[config.mk]
export PLATFORM = sky130hd
export DESIGN_NAME = lsu_responder
export DESIGN_NICKNAME = d
export VERILOG_FILES = /design/src/rtl/lsu_responder.sv
export SDC_FILE = /design/constraint.sdc
export NUM_CORES = 1
export LEC_CHECK = 0
export CORE_MARGIN = 3
export CORE_UTILIZATION = 49
export CTS_BUF_LIST = sky130_fd_sc_hd__clkbuf_16
export CTS_CLUSTER_DIAMETER = 50
export DETAILED_ROUTE_END_ITERATION = 12
export GPL_ROUTABILITY_DRIVEN = 1
export HOLD_SLACK_MARGIN = 0.12
export PLACE_DENSITY = 0.95
export SLEW_MARGIN = 20
export SYNTH_ARGS = -nofsm -noshare
export SYNTH_HDL_FRONTEND = slang
export SYNTH_SLANG_ARGS = --single-unit
[constraint.sdc]
create_clock -name i_clk -period 7.2 [get_ports i_clk]
set_input_delay 1.44 -clock i_clk [delete_from_list [all_inputs] [get_ports i_clk]]
set_output_delay 1.44 -clock i_clk [all_outputs]
set_load 0.02 [all_outputs]
[src/rtl/lsu_responder.sv]
// -----------------------------------------------------------------------------
// lsu_responder
//
// Responder side of the MEM-stage LSU VALID/READY handshake. A request held on
// i_lsu_* is captured once, sized/aligned/byte-enabled, and issued on a
// req/gnt/rvalid data-memory bus. Load data is lane-extracted and sign/zero
// extended, then returned with a single-cycle READY pulse together with the
// fault flags.
//
// Optional feature (compile-time macro): LSU_TIMEOUT_EN
//   Aborts a bus request that has waited TIMEOUT_CYCLES cycles in REQ without
//   i_mem_gnt and reports it through o_lsu_timeout. Without the macro REQ waits
//   indefinitely and o_lsu_timeout is always 0.
//
// Ports:
//   i_clk, i_rst        clock, asynchronous active-high reset
//   i_lsu_VALID         request valid, held with stable fields until READY
//   i_lsu_we            1 = store, 0 = load
//   i_lsu_funct3        RV32I size/sign (000 B, 001 H, 010 W, 100 BU, 101 HU)
//   i_lsu_addr          byte address
//   i_lsu_wdata         right-aligned store data
//   o_lsu_READY         one-cycle completion pulse
//   o_lsu_rdata         extended load result (0 for stores/faults), with READY
//   o_lsu_misaligned    misaligned-access fault, with READY
//   o_lsu_timeout       bus-timeout fault, with READY
//   o_mem_req/we/addr/be/wdata   bus request; addr is word aligned
//   i_mem_gnt           request accepted
//   i_mem_rvalid        response (load data or store ack)
//   i_mem_rdata         load word
// -----------------------------------------------------------------------------
module lsu_responder #(
  parameter int TIMEOUT_CYCLES = 16
) (
  input  logic        i_clk,
  input  logic        i_rst,
  input  logic        i_lsu_VALID,
  input  logic        i_lsu_we,
  input  logic [2:0]  i_lsu_funct3,
  input  logic [31:0] i_lsu_addr,
  input  logic [31:0] i_lsu_wdata,
  output logic        o_lsu_READY,
  output logic [31:0] o_lsu_rdata,
  output logic        o_lsu_misaligned,
  output logic        o_lsu_timeout,
  output logic        o_mem_req,
  output logic        o_mem_we,
  output logic [31:0] o_mem_addr,
  output logic [3:0]  o_mem_be,
  output logic [31:0] o_mem_wdata,
  input  logic        i_mem_gnt,
  input  logic        i_mem_rvalid,
  input  logic [31:0] i_mem_rdata
);

  typedef enum logic [1:0] {IDLE, REQ, WAIT, RESP} state_t;

  state_t      state_q, state_d;

  // Captured request, already converted to bus form.
  logic        we_q;
  logic [2:0]  funct3_q;
  logic [1:0]  off_q;
  logic [31:0] addr_q;
  logic [3:0]  be_q;
  logic [31:0] wdata_q;

  // Response registers, only visible while READY is high.
  logic [31:0] rdata_q;
  logic        misaligned_q;
  logic        timeout_q;

  // ---------------------------------------------------------------------------
  // Request decode (combinational on the incoming request)
  // funct3[1:0]: 00 byte, 01 half, 1x word (covers the unused 011/110/111).
  // ---------------------------------------------------------------------------
  logic        is_byte, is_half;
  logic        misaligned_in;
  logic [3:0]  be_in;
  logic [31:0] wdata_in;

  always_comb begin
    is_byte       = (i_lsu_funct3[1:0] == 2'b00);
    is_half       = (i_lsu_funct3[1:0] == 2'b01);
    misaligned_in = (is_half && i_lsu_addr[0]) ||
                    (!is_byte && !is_half && (i_lsu_addr[1:0] != 2'b00));
    if (is_byte) begin
      be_in    = 4'b0001 << i_lsu_addr[1:0];
      wdata_in = {4{i_lsu_wdata[7:0]}};
    end else if (is_half) begin
      be_in    = 4'b0011 << i_lsu_addr[1:0];
      wdata_in = {2{i_lsu_wdata[15:0]}};
    end else begin
      be_in    = 4'b1111;
      wdata_in = i_lsu_wdata;
    end
  end

  // ---------------------------------------------------------------------------
  // Load extraction from the returned word
  // ---------------------------------------------------------------------------
  logic [31:0] shifted;
  logic [31:0] load_ext;

  always_comb begin
    shifted = i_mem_rdata >> {off_q, 3'b000};
    case (funct3_q)
      3'b000:  load_ext = {{24{shifted[7]}}, shifted[7:0]};
      3'b100:  load_ext = {24'h0, shifted[7:0]};
      3'b001:  load_ext = {{16{shifted[15]}}, shifted[15:0]};
      3'b101:  load_ext = {16'h0, shifted[15:0]};
      default: load_ext = shifted;
    endcase
  end

  // ---------------------------------------------------------------------------
  // Optional REQ timeout. The counter is held at 0 outside REQ, so it always
  // starts from 0 on entering REQ. A gnt in the terminal cycle wins.
  // ---------------------------------------------------------------------------
  logic tmo_hit;

`ifdef LSU_TIMEOUT_EN
  localparam int CNT_W = $clog2(TIMEOUT_CYCLES + 1);
  logic [CNT_W-1:0] tmo_cnt_q;

  assign tmo_hit = (state_q == REQ) && !i_mem_gnt &&
                   (tmo_cnt_q == CNT_W'(TIMEOUT_CYCLES - 1));

  always_ff @(posedge i_clk or posedge i_rst) begin
    if (i_rst)                 tmo_cnt_q <= '0;
    else if (state_q != REQ)   tmo_cnt_q <= '0;
    else if (!i_mem_gnt)       tmo_cnt_q <= tmo_cnt_q + 1'b1;
  end
`else
  assign tmo_hit = 1'b0;
`endif

  // ---------------------------------------------------------------------------
  // FSM
  // ---------------------------------------------------------------------------
  always_comb begin
    // NOTE: defaulting every always_comb output first keeps paths that do not
    // assign it from inferring a latch.
    state_d = state_q;
    case (state_q)
      IDLE:    if (i_lsu_VALID) state_d = misaligned_in ? RESP : REQ;
      REQ:     if (i_mem_gnt) state_d = WAIT;
               else if (tmo_hit) state_d = RESP;
      WAIT:    if (i_mem_rvalid) state_d = RESP;
      RESP:    state_d = IDLE;   // VALID here belongs to the retiring request
      default: state_d = IDLE;
    endcase
  end

  always_ff @(posedge i_clk or posedge i_rst) begin
    // NOTE: non-blocking assignments in clocked blocks so every register
    // samples pre-edge values regardless of statement order.
    if (i_rst) state_q <= IDLE;
    else       state_q <= state_d;
  end

  // Request capture
  always_ff @(posedge i_clk or posedge i_rst) begin
    if (i_rst) begin
      we_q     <= 1'b0;
      funct3_q <= 3'b000;
      off_q    <= 2'b00;
      addr_q   <= 32'h0;
      be_q     <= 4'h0;
      wdata_q  <= 32'h0;
    end else if (state_q == IDLE && i_lsu_VALID) begin
      we_q     <= i_lsu_we;
      funct3_q <= i_lsu_funct3;
      off_q    <= i_lsu_addr[1:0];
      addr_q   <= {i_lsu_addr[31:2], 2'b00};
      be_q     <= be_in;
      wdata_q  <= wdata_in;
    end
  end

  // Response capture
  always_ff @(posedge i_clk or posedge i_rst) begin
    if (i_rst) begin
      rdata_q      <= 32'h0;
      misaligned_q <= 1'b0;
      timeout_q    <= 1'b0;
    end else begin
      case (state_q)
        IDLE: if (i_lsu_VALID) begin
          rdata_q      <= 32'h0;
          misaligned_q <= misaligned_in;
          timeout_q    <= 1'b0;
        end
        REQ:  if (tmo_hit) timeout_q <= 1'b1;
        WAIT: if (i_mem_rvalid) rdata_q <= we_q ? 32'h0 : load_ext;
        default: ;
      endcase
    end
  end

  // ---------------------------------------------------------------------------
  // Outputs: decoded from state so reset clears them immediately; response
  // and bus fields are forced to 0 outside their valid windows.
  // ---------------------------------------------------------------------------
  always_comb begin
    o_lsu_READY      = (state_q == RESP);
    o_lsu_rdata      = o_lsu_READY ? rdata_q : 32'h0;
    o_lsu_misaligned = o_lsu_READY & misaligned_q;
    o_lsu_timeout    = o_lsu_READY & timeout_q;
    o_mem_req        = (state_q == REQ);
    o_mem_we         = o_mem_req & we_q;
    o_mem_addr       = o_mem_req ? addr_q : 32'h0;
    o_mem_be         = o_mem_req ? be_q : 4'h0;
    o_mem_wdata      = o_mem_req ? wdata_q : 32'h0;
  end

endmodule

# == After elaboration in Yosys (flattened, before gate mapping) ==
# Index checks and enable logic that the tools add are counted.
# word_totals
ff_bits,107
output_inout_bits,105
# classes
eq_ne,10
shifts,3
n_mux,18
bitwise,2
n_reduce_logical,15
# ops
cell,n
$mux W32,8
$pmux W32 S4,1
$pmux W32 S2,1
$shr A32 B5 Y32,1
$mux W4,3
$mux W2,4
$pmux W2 S4,1
$eq A3 B3 Y1 const B,2
$reduce_and A3 Y1,2
$eq A2 B1 Y1 const B,2
$eq A2 B2 Y1 const B,2
$logic_and A1 B1 Y1,4
$logic_not A2 Y1,2
$ne A2 B2 Y1 const B,2
$reduce_bool A2 Y1,2
$shl A1 B2 Y4 const A,1
$shl A2 B2 Y4 const A,1
$eq A3 B1 Y1 const B,1
$logic_not A3 Y1,1
$and A1 B1 Y1,2
$logic_not A1 Y1,2
$ne A2 B1 Y1 const B,1
$reduce_and A2 Y1,1
$logic_or A1 B1 Y1,1

# == Depth between registers and ports, before layout ==
# Gate-level depths: netlist of the first run.
# logic_depth
ltp_word,8
ltp_mapped,7
depth_no_buf,6

# == Worst setup path after synthesis of the first run ==
# Ideal clock, no wire load.
# synth_path
kind,reg2out
start,reg state_q[1]
end,out o_mem_wdata[10]
arrival_ns,1.525
required_ns,5.760
setup_slack_ns,4.235
stages_incl_launch_ff,6
path_cell_list,dfrtp_1 inv_1 ha_1 clkbuf_1 clkbuf_1 and2_1
# synth_via
elab_chain_cells,2
# synth_lines
element,line,source
start: declaration,57,"state_t state_q, state_d;"
start signal: assignment,158,else state_q <= state_d;
$eq A2 B1 Y1,209,o_mem_req = (state_q == REQ);
via o_mem_req,45,"output logic o_mem_req,"
$mux W32,213,o_mem_wdata = o_mem_req ? wdata_q : 32'h0;
end: declaration,49,"output logic [31:0] o_mem_wdata,"
# The timed path passes the listed nets, and every way through them passes these cells.

# == Final worst setup path of the first run ==
# layout_path
start,reg state_q[1]
end,out o_mem_wdata[21]
# layout_via
elab_chain_cells,2
# layout_lines
element,line
$eq A2 B1 Y1,209
$mux W32,213
# No other way between the ends.

==> results of run 1 <==
## where the power goes
part / internal (W) / total, W / switching, W / leakage, nW
clock: 0.000269 / 0.000488 / 0.000218 / 0.147
combinational: 0.000691 / 0.00142 / 0.000732 / 1.99
sequential: 0.000880 / 0.00106 / 0.000180 / 1.35
total: 0.00184 / 0.00297 / 0.00113 / 3.49
## flip-flops by register name (all words and copies together) (netlist names)
name,count
wdata_q,32
addr_q,30
misaligned_q,1
state_q,2
be_q,4
funct3_q,3
rdata_q,32
we_q,1
off_q,2
## cells by family after synthesis
group / after synthesis / share of synthesized area [%]
buffers and inverters: 51 / 3.97
other: 1 / 0.0657
flip-flops: 107 / 46.9
AND/OR/NAND/NOR: 191 / 18.8
AO/OA/AOI/OAI: 102 / 10.6
adder cells (fa/ha/maj): 9 / 1.97
multiplexers: 93 / 17.7
## cell usage after synthesis, types with 2 or more instances
cell,instances,area [um2]
sky130_fd_sc_hd__a211oi_1,2,15.0
sky130_fd_sc_hd__a21oi_1,26,130
sky130_fd_sc_hd__a221o_1,16,160
sky130_fd_sc_hd__and2_1,100,626
sky130_fd_sc_hd__buf_1,4,15.0
sky130_fd_sc_hd__buf_2,7,35.0
sky130_fd_sc_hd__buf_4,3,22.5
sky130_fd_sc_hd__buf_6,2,22.5
sky130_fd_sc_hd__clkbuf_1,27,101
sky130_fd_sc_hd__dfrtp_1,107,2680
sky130_fd_sc_hd__ha_1,9,113
sky130_fd_sc_hd__inv_1,8,30.0
sky130_fd_sc_hd__mux2_2,52,586
sky130_fd_sc_hd__mux2i_1,40,400
sky130_fd_sc_hd__nand2_1,49,184
sky130_fd_sc_hd__nand2b_1,2,12.5
sky130_fd_sc_hd__nand3b_1,8,60.1
sky130_fd_sc_hd__nor2_1,22,82.6
sky130_fd_sc_hd__nor2b_1,2,12.5
sky130_fd_sc_hd__o21ai_0,54,270
sky130_fd_sc_hd__o21ai_1,2,10.0
sky130_fd_sc_hd__or2_2,2,12.5
## worst max path at each step
| stage | start | to | slack [ps] | cells after the start |
|---|---|---|---|---|
| floorplan | i_rst | addr_q[10]$_DFFE_PP0P_ | 2940 | 1 |
| global placement | state_q[1]$_DFFE_PP0P_ | o_mem_addr[30] | 3540 | 4 |
| detailed placement | state_q[1]$_DFFE_PP0P_ | o_mem_wdata[21] | 3460 | 4 |
| CTS | state_q[1]$_DFFE_PP0P_ | o_mem_wdata[21] | 3070 | 4 |
| global route | state_q[1]$_DFFE_PP0P_ | o_mem_wdata[31] | 2940 | 4 |
| finish | state_q[1]$_DFFE_PP0P_ | o_mem_wdata[21] | 3130 | 4 |
## critical path: cells and delay by family (launching register included)
| family | cells | cell delay [ps] |
|---|---|---|
| AND/OR/NAND/NOR | 1 | 260 |
| adder cells (fa/ha/maj) | 1 | 810 |
| buffers and inverters | 2 | 750 |
| flip-flops | 1 | 420 |
## per-stage QoR
step / instances / total power [W]
floorplan: 556 / 0.00193
global placement: 863 / 0.00241
detailed placement: 863 / 0.00249
CTS: 879 / 0.00299
global route: 879 / 0.00316
finish: 879 / 0.00297
## metal layers
metal	vias up	part of all wire, %	wire length (um)
met5	-	0.079	13
met4	2	2.3	386
met3	33	7.8	1290
met2	210	50	8280
met1	2306	39	6480
li1	2241	-	-
## area by class of cell
type	instances	area share [%]
multi-input combinational	398	34.8
sequential	107	33.1
timing repair buffer	210	25.9
clock buffer	9	2.78
tap	140	2.17
clock inverter	7	0.851
inverter	8	0.402
==> results.toml, run 1 <==
[floorplanning]
floorplan.die_area_um2 = 13000
initial_utilization_pct = 51.3
ios = 210
placeableCoreArea_um2 = 11100
std_cell_rows = 38
chipWidth_um = 114
chip_height_um = 114

[clock_tree]
tritoncts = "yes"
htree_levels = 3
worst_skew_late_latency_ps = 340
cts_root_buffer = "sky130_fd_sc_hd__clkbuf_16"
cts_resized = 0
post_cts.repair.setup_buffers = 0
inserted_clock_buffers = 9
hold_fix_buffer_count_after_cts = 0
numClockSinks = 107
cts.path.max_buffers = 2
clkTransAtPathRegs_ps = 70

[worst_setup_path]
timing.reg2reg.worst_path_depth = 4
setup.worst_path.start_class = "flip-flop"
arrival_ps = 2630
r2r-end = "rdata_q[28]$_DFFE_PP0P_"
library_cell_contributing_the_largest_single_delay_on_the_critical_path = "sky130_fd_sc_hd__ha_2"
setup.worst_path.class = "reg2out"
reg2reg_slack_ps = 4720
crit-reg2reg-launch = "off_q[1]$_DFFE_PP0P_"
crit_path_end_kind = "output port"
worst_ep_required_time_ps = 5760
slowest_delay_ps = 810
worst-path-max-fanout = 69
crit_path_cell_trace = "inv_1 > ha_2 > and2_1 > clkdlybuf4s50_1"

[min_path]
holdPathEnd = "be_q[1]$_DFFE_PP0P_"
timing.hold.worst.class = "reg2reg"
hold_path_startpoint = "be_q[1]$_DFFE_PP0P_"
min_path_cells = 2

[cells_and_area]
drive_gt1_share_pct = 11.1
syn_to_final_growth_pct = 41.8
mostFrequentLayoutCell = "sky130_fd_sc_hd__clkdlybuf4s50_1"
final_cell_mix = "sky130_fd_sc_hd__clkdlybuf4s50_1 (206), sky130_fd_sc_hd__dfrtp_1 (107), sky130_fd_sc_hd__and2_1 (100)"
area.sequential_um2 = 2680
multi_input_comb_area_um2 = 2820
antenna-diode-count = 0
fillerInstances = 790
postLayoutCoreUtil_pct = 72.7
final_nets = 848
final_design_area_no_fill_um2 = 8090

[timing]
tightest_slew_ps = 1100
max_slew_margin_vs_limit_pct = 26.6
timing.setup.tns_ps = 0
final.hold.worst_slack_ps = 480
rsz0062_at_grt = "no"
clock.fmax_ghz = 0.246
finalCriticalPeriod_ps = 4070
final-setup-viol-count = 0
finalClockSkew_ps = 8.71
finalWorstSetupSlack_ps = 3130
hold_violations_final = 0
final_max_slew_viol_count = 0
final.period_utilization_pct = 56.5

[detailed_routing]
finalWirelength_mm = 16.5
initialDrtViolationCount = 320
wl_per_cell_um = 18.7
route.detailed.drc = 0
detail-route-antenna-nets = 0
first_pass_iters = 4
detailroute.via_count = 4792
routed_via_density = 5.45

[synthesis]
yosys_warnings = 0
synth_enable_flop_cells = 0
postSynthAreaPerCell_um2 = 10.3
postSynth.asyncResetShare_pct = 100
postSynthRegisterBits = 107
part_of_the_yosys_area_used_for_sequential_elements_pct = 46.9
synth.cell_area_um2 = 5700
synthDistinctLibCells = 32
cell_count_after_synthesis = 554
synth_ff_type = "sky130_fd_sc_hd__dfrtp_1"

[flow_run]
max_cap_violations = 0

[placed_design]
io_buffer_count = 206
placedInstanceArea_um2 = 7790
gp_routability_congestion = 0.858
dp_hpwl_mm = 12.1
post-place-ws_ps = 3460

[global_routing]
grt_pass1_vias = 4971
top_usage_layer = "met2"
met3_usage_pct = 5.94
globalRouteMet1Util_pct = 30.2
met2_grt_util_pct = 44.4
antenna_violations_before_repair = 1
grt_pass1_wl_mm = 25.8
globalRoute.totalOverflow = 0
grt_usage_pct = 25.2
largest_net_degree_at_the_start_of_global_routing = 105

[power]
power_per_cell_area_nw_per_um2 = 367
static-leakage-power_nw = 3.49
worst_ir_drop_vdd_v = 0.000214

[outcome]
run_status = "completed"
(Power assumes the default switching activity.)
==> run 2, diff against run 1 <==
Settings changed: CORE_UTILIZATION 49 to 41, PLACE_DENSITY 0.95 to 0.89.
Clock period 7.2 ns to 3.4 ns, I/O delays scaled along.
==> results.toml, run 2 (same netlist as run 1, synthesis figures left out) <==
[timing]
rsz0062_at_grt = "no"
hold_violations_final = 0
final.period_utilization_pct = 83.4
clock.fmax_ghz = 0.353
tightest_slew_ps = 929
final-setup-viol-count = 0
final_max_slew_viol_count = 0
max_slew_margin_vs_limit_pct = 38.1
timing.setup.tns_ps = 0
finalClockSkew_ps = 8.93
finalCriticalPeriod_ps = 2840

[clock_tree]
worst_skew_late_latency_ps = 340
inserted_clock_buffers = 9
clkTransAtPathRegs_ps = 70
numClockSinks = 107
cts_root_buffer = "sky130_fd_sc_hd__clkbuf_16"
tritoncts = "yes"
cts.path.max_buffers = 2
post_cts.repair.setup_buffers = 0
htree_levels = 3
cts_resized = 0
hold_fix_buffer_count_after_cts = 0

[cells_and_area]
reg_top3 = "rdata_q: 32 flops, wdata_q: 32 flops, addr_q: 30 flops"
postLayoutCoreUtil_pct = 61.1
fillerInstances = 1101
final_cell_mix = "sky130_fd_sc_hd__clkdlybuf4s50_1 (206), sky130_fd_sc_hd__dfrtp_1 (107), sky130_fd_sc_hd__and2_1 (100)"
antenna-diode-count = 0
fin_cells = 922
final_design_area_no_fill_um2 = 8190
final_nets = 855
multi_input_comb_area_um2 = 2820
drive_gt1_share_pct = 11.7
mostFrequentLayoutCell = "sky130_fd_sc_hd__clkdlybuf4s50_1"
syn_to_final_growth_pct = 43.6
area.sequential_um2 = 2680

[outcome]
run_status = "completed"

[detailed_routing]
route.detailed.drc = 0
first_pass_iters = 5
wl_per_cell_um = 17.2
routed_via_density = 5.10
detail-route-antenna-nets = 0
detailroute.via_count = 4702
finalWirelength_mm = 15.9
initialDrtViolationCount = 372

[placed_design]
place.detailed.instances = 906
gp_routability_congestion = 0.865
placedInstanceArea_um2 = 7930
dp_hpwl_mm = 11.6
io_buffer_count = 206

[worst_setup_path]
worst-path-max-fanout = 69
setup.worst_path.start_class = "flip-flop"
crit_path_end_kind = "output port"
worst_ep_required_time_ps = 2720
setup.worst_path.class = "reg2out"
arrival_ps = 2160

[floorplanning]
floorplan.die_area_um2 = 15400
std_cell_rows = 42
chipWidth_um = 124
ios = 210
placeableCoreArea_um2 = 13400
initial_utilization_pct = 42.6
chip_height_um = 124

[global_routing]
met2_grt_util_pct = 33.5
met3_usage_pct = 5.99
largest_net_degree_at_the_start_of_global_routing = 108
antenna_violations_before_repair = 0
globalRouteMet1Util_pct = 26.2
grt_pass1_wl_mm = 24.4
globalRoute.totalOverflow = 0
grt_usage_pct = 20.5
top_usage_layer = "met2"
grt_pass1_vias = 4718

[power]
totalPowerFinal_w = 0.00620
power_per_cell_area_nw_per_um2 = 757
static-leakage-power_nw = 3.52
worst_ir_drop_vdd_v = 0.000401

[flow_run]
max_cap_violations = 0

[min_path]
timing.hold.worst.class = "reg2reg"
## run 2: changes by cell type in the layout (fill, tap and decap cells not counted), sizes merged
cell / before / now
bufinv: 1 / 0
inv: 10 / 9
clkinvlp: 1 / 2
buf: 4 / 11
clkinv: 3 / 4
## run 2: worst max-delay path, stage by stage, from the launching register on
cell and delay, ps:
sky130_fd_sc_hd__dfrtp_1 420, sky130_fd_sc_hd__inv_1 110, sky130_fd_sc_hd__ha_2 200, sky130_fd_sc_hd__buf_12 220
sky130_fd_sc_hd__and2_1 200, sky130_fd_sc_hd__clkdlybuf4s50_1 610
## run 2: path summary, 6_finish.rpt
check	startpoint	endpoint	slack, ps	cells after the start
worst min register to register	wdata_q[20]$_DFFE_PP0P_	wdata_q[20]$_DFFE_PP0P_	470	2
worst min-delay path	wdata_q[20]$_DFFE_PP0P_	wdata_q[20]$_DFFE_PP0P_	470	2
max in group asynchronous	i_rst	wdata_q[29]$_DFFE_PP0P_	2100	3
worst max register to register	off_q[1]$_DFFE_PP0P_	rdata_q[21]$_DFFE_PP0P_	980	4
worst max-delay path	state_q[1]$_DFFE_PP0P_	o_mem_wdata[8]	560	5
min in group asynchronous	i_rst	rdata_q[29]$_DFFE_PP0P_	840	3
## run 2: area by class of cell
cell class / count / share of cell area [%]
Clock buffer: 9 / 2.75
Sequential cell: 107 / 32.7
Timing Repair Buffer: 217 / 26.6
Multi-Input combinational cell: 398 / 34.4
Inverter: 8 / 0.412
Tap cell: 176 / 2.69
Clock inverter: 7 / 0.458
## run 2: through the flow
stage,worst slack (ps),hold slack [ps]
after CTS,551,480
after floorplan,1190,442
after global placement,839,456
final,565,474
after detailed placement,778,465
after global routing,472,497
## run 2: power by group
group	leakage, nW	switching (W)	total (W)	internal (W)
clock network	0.135	0.000461	0.000949	0.000488
registers	1.35	0.000373	0.00223	0.00186
logic	2.04	0.00152	0.00302	0.00150
## run 2: per-layer routing
layer	wire (um)	vias to the layer above
met1	6500	2229
met4	310	0
met2	7690	198
met3	1400	20
met5	0	-
li1	-	2255
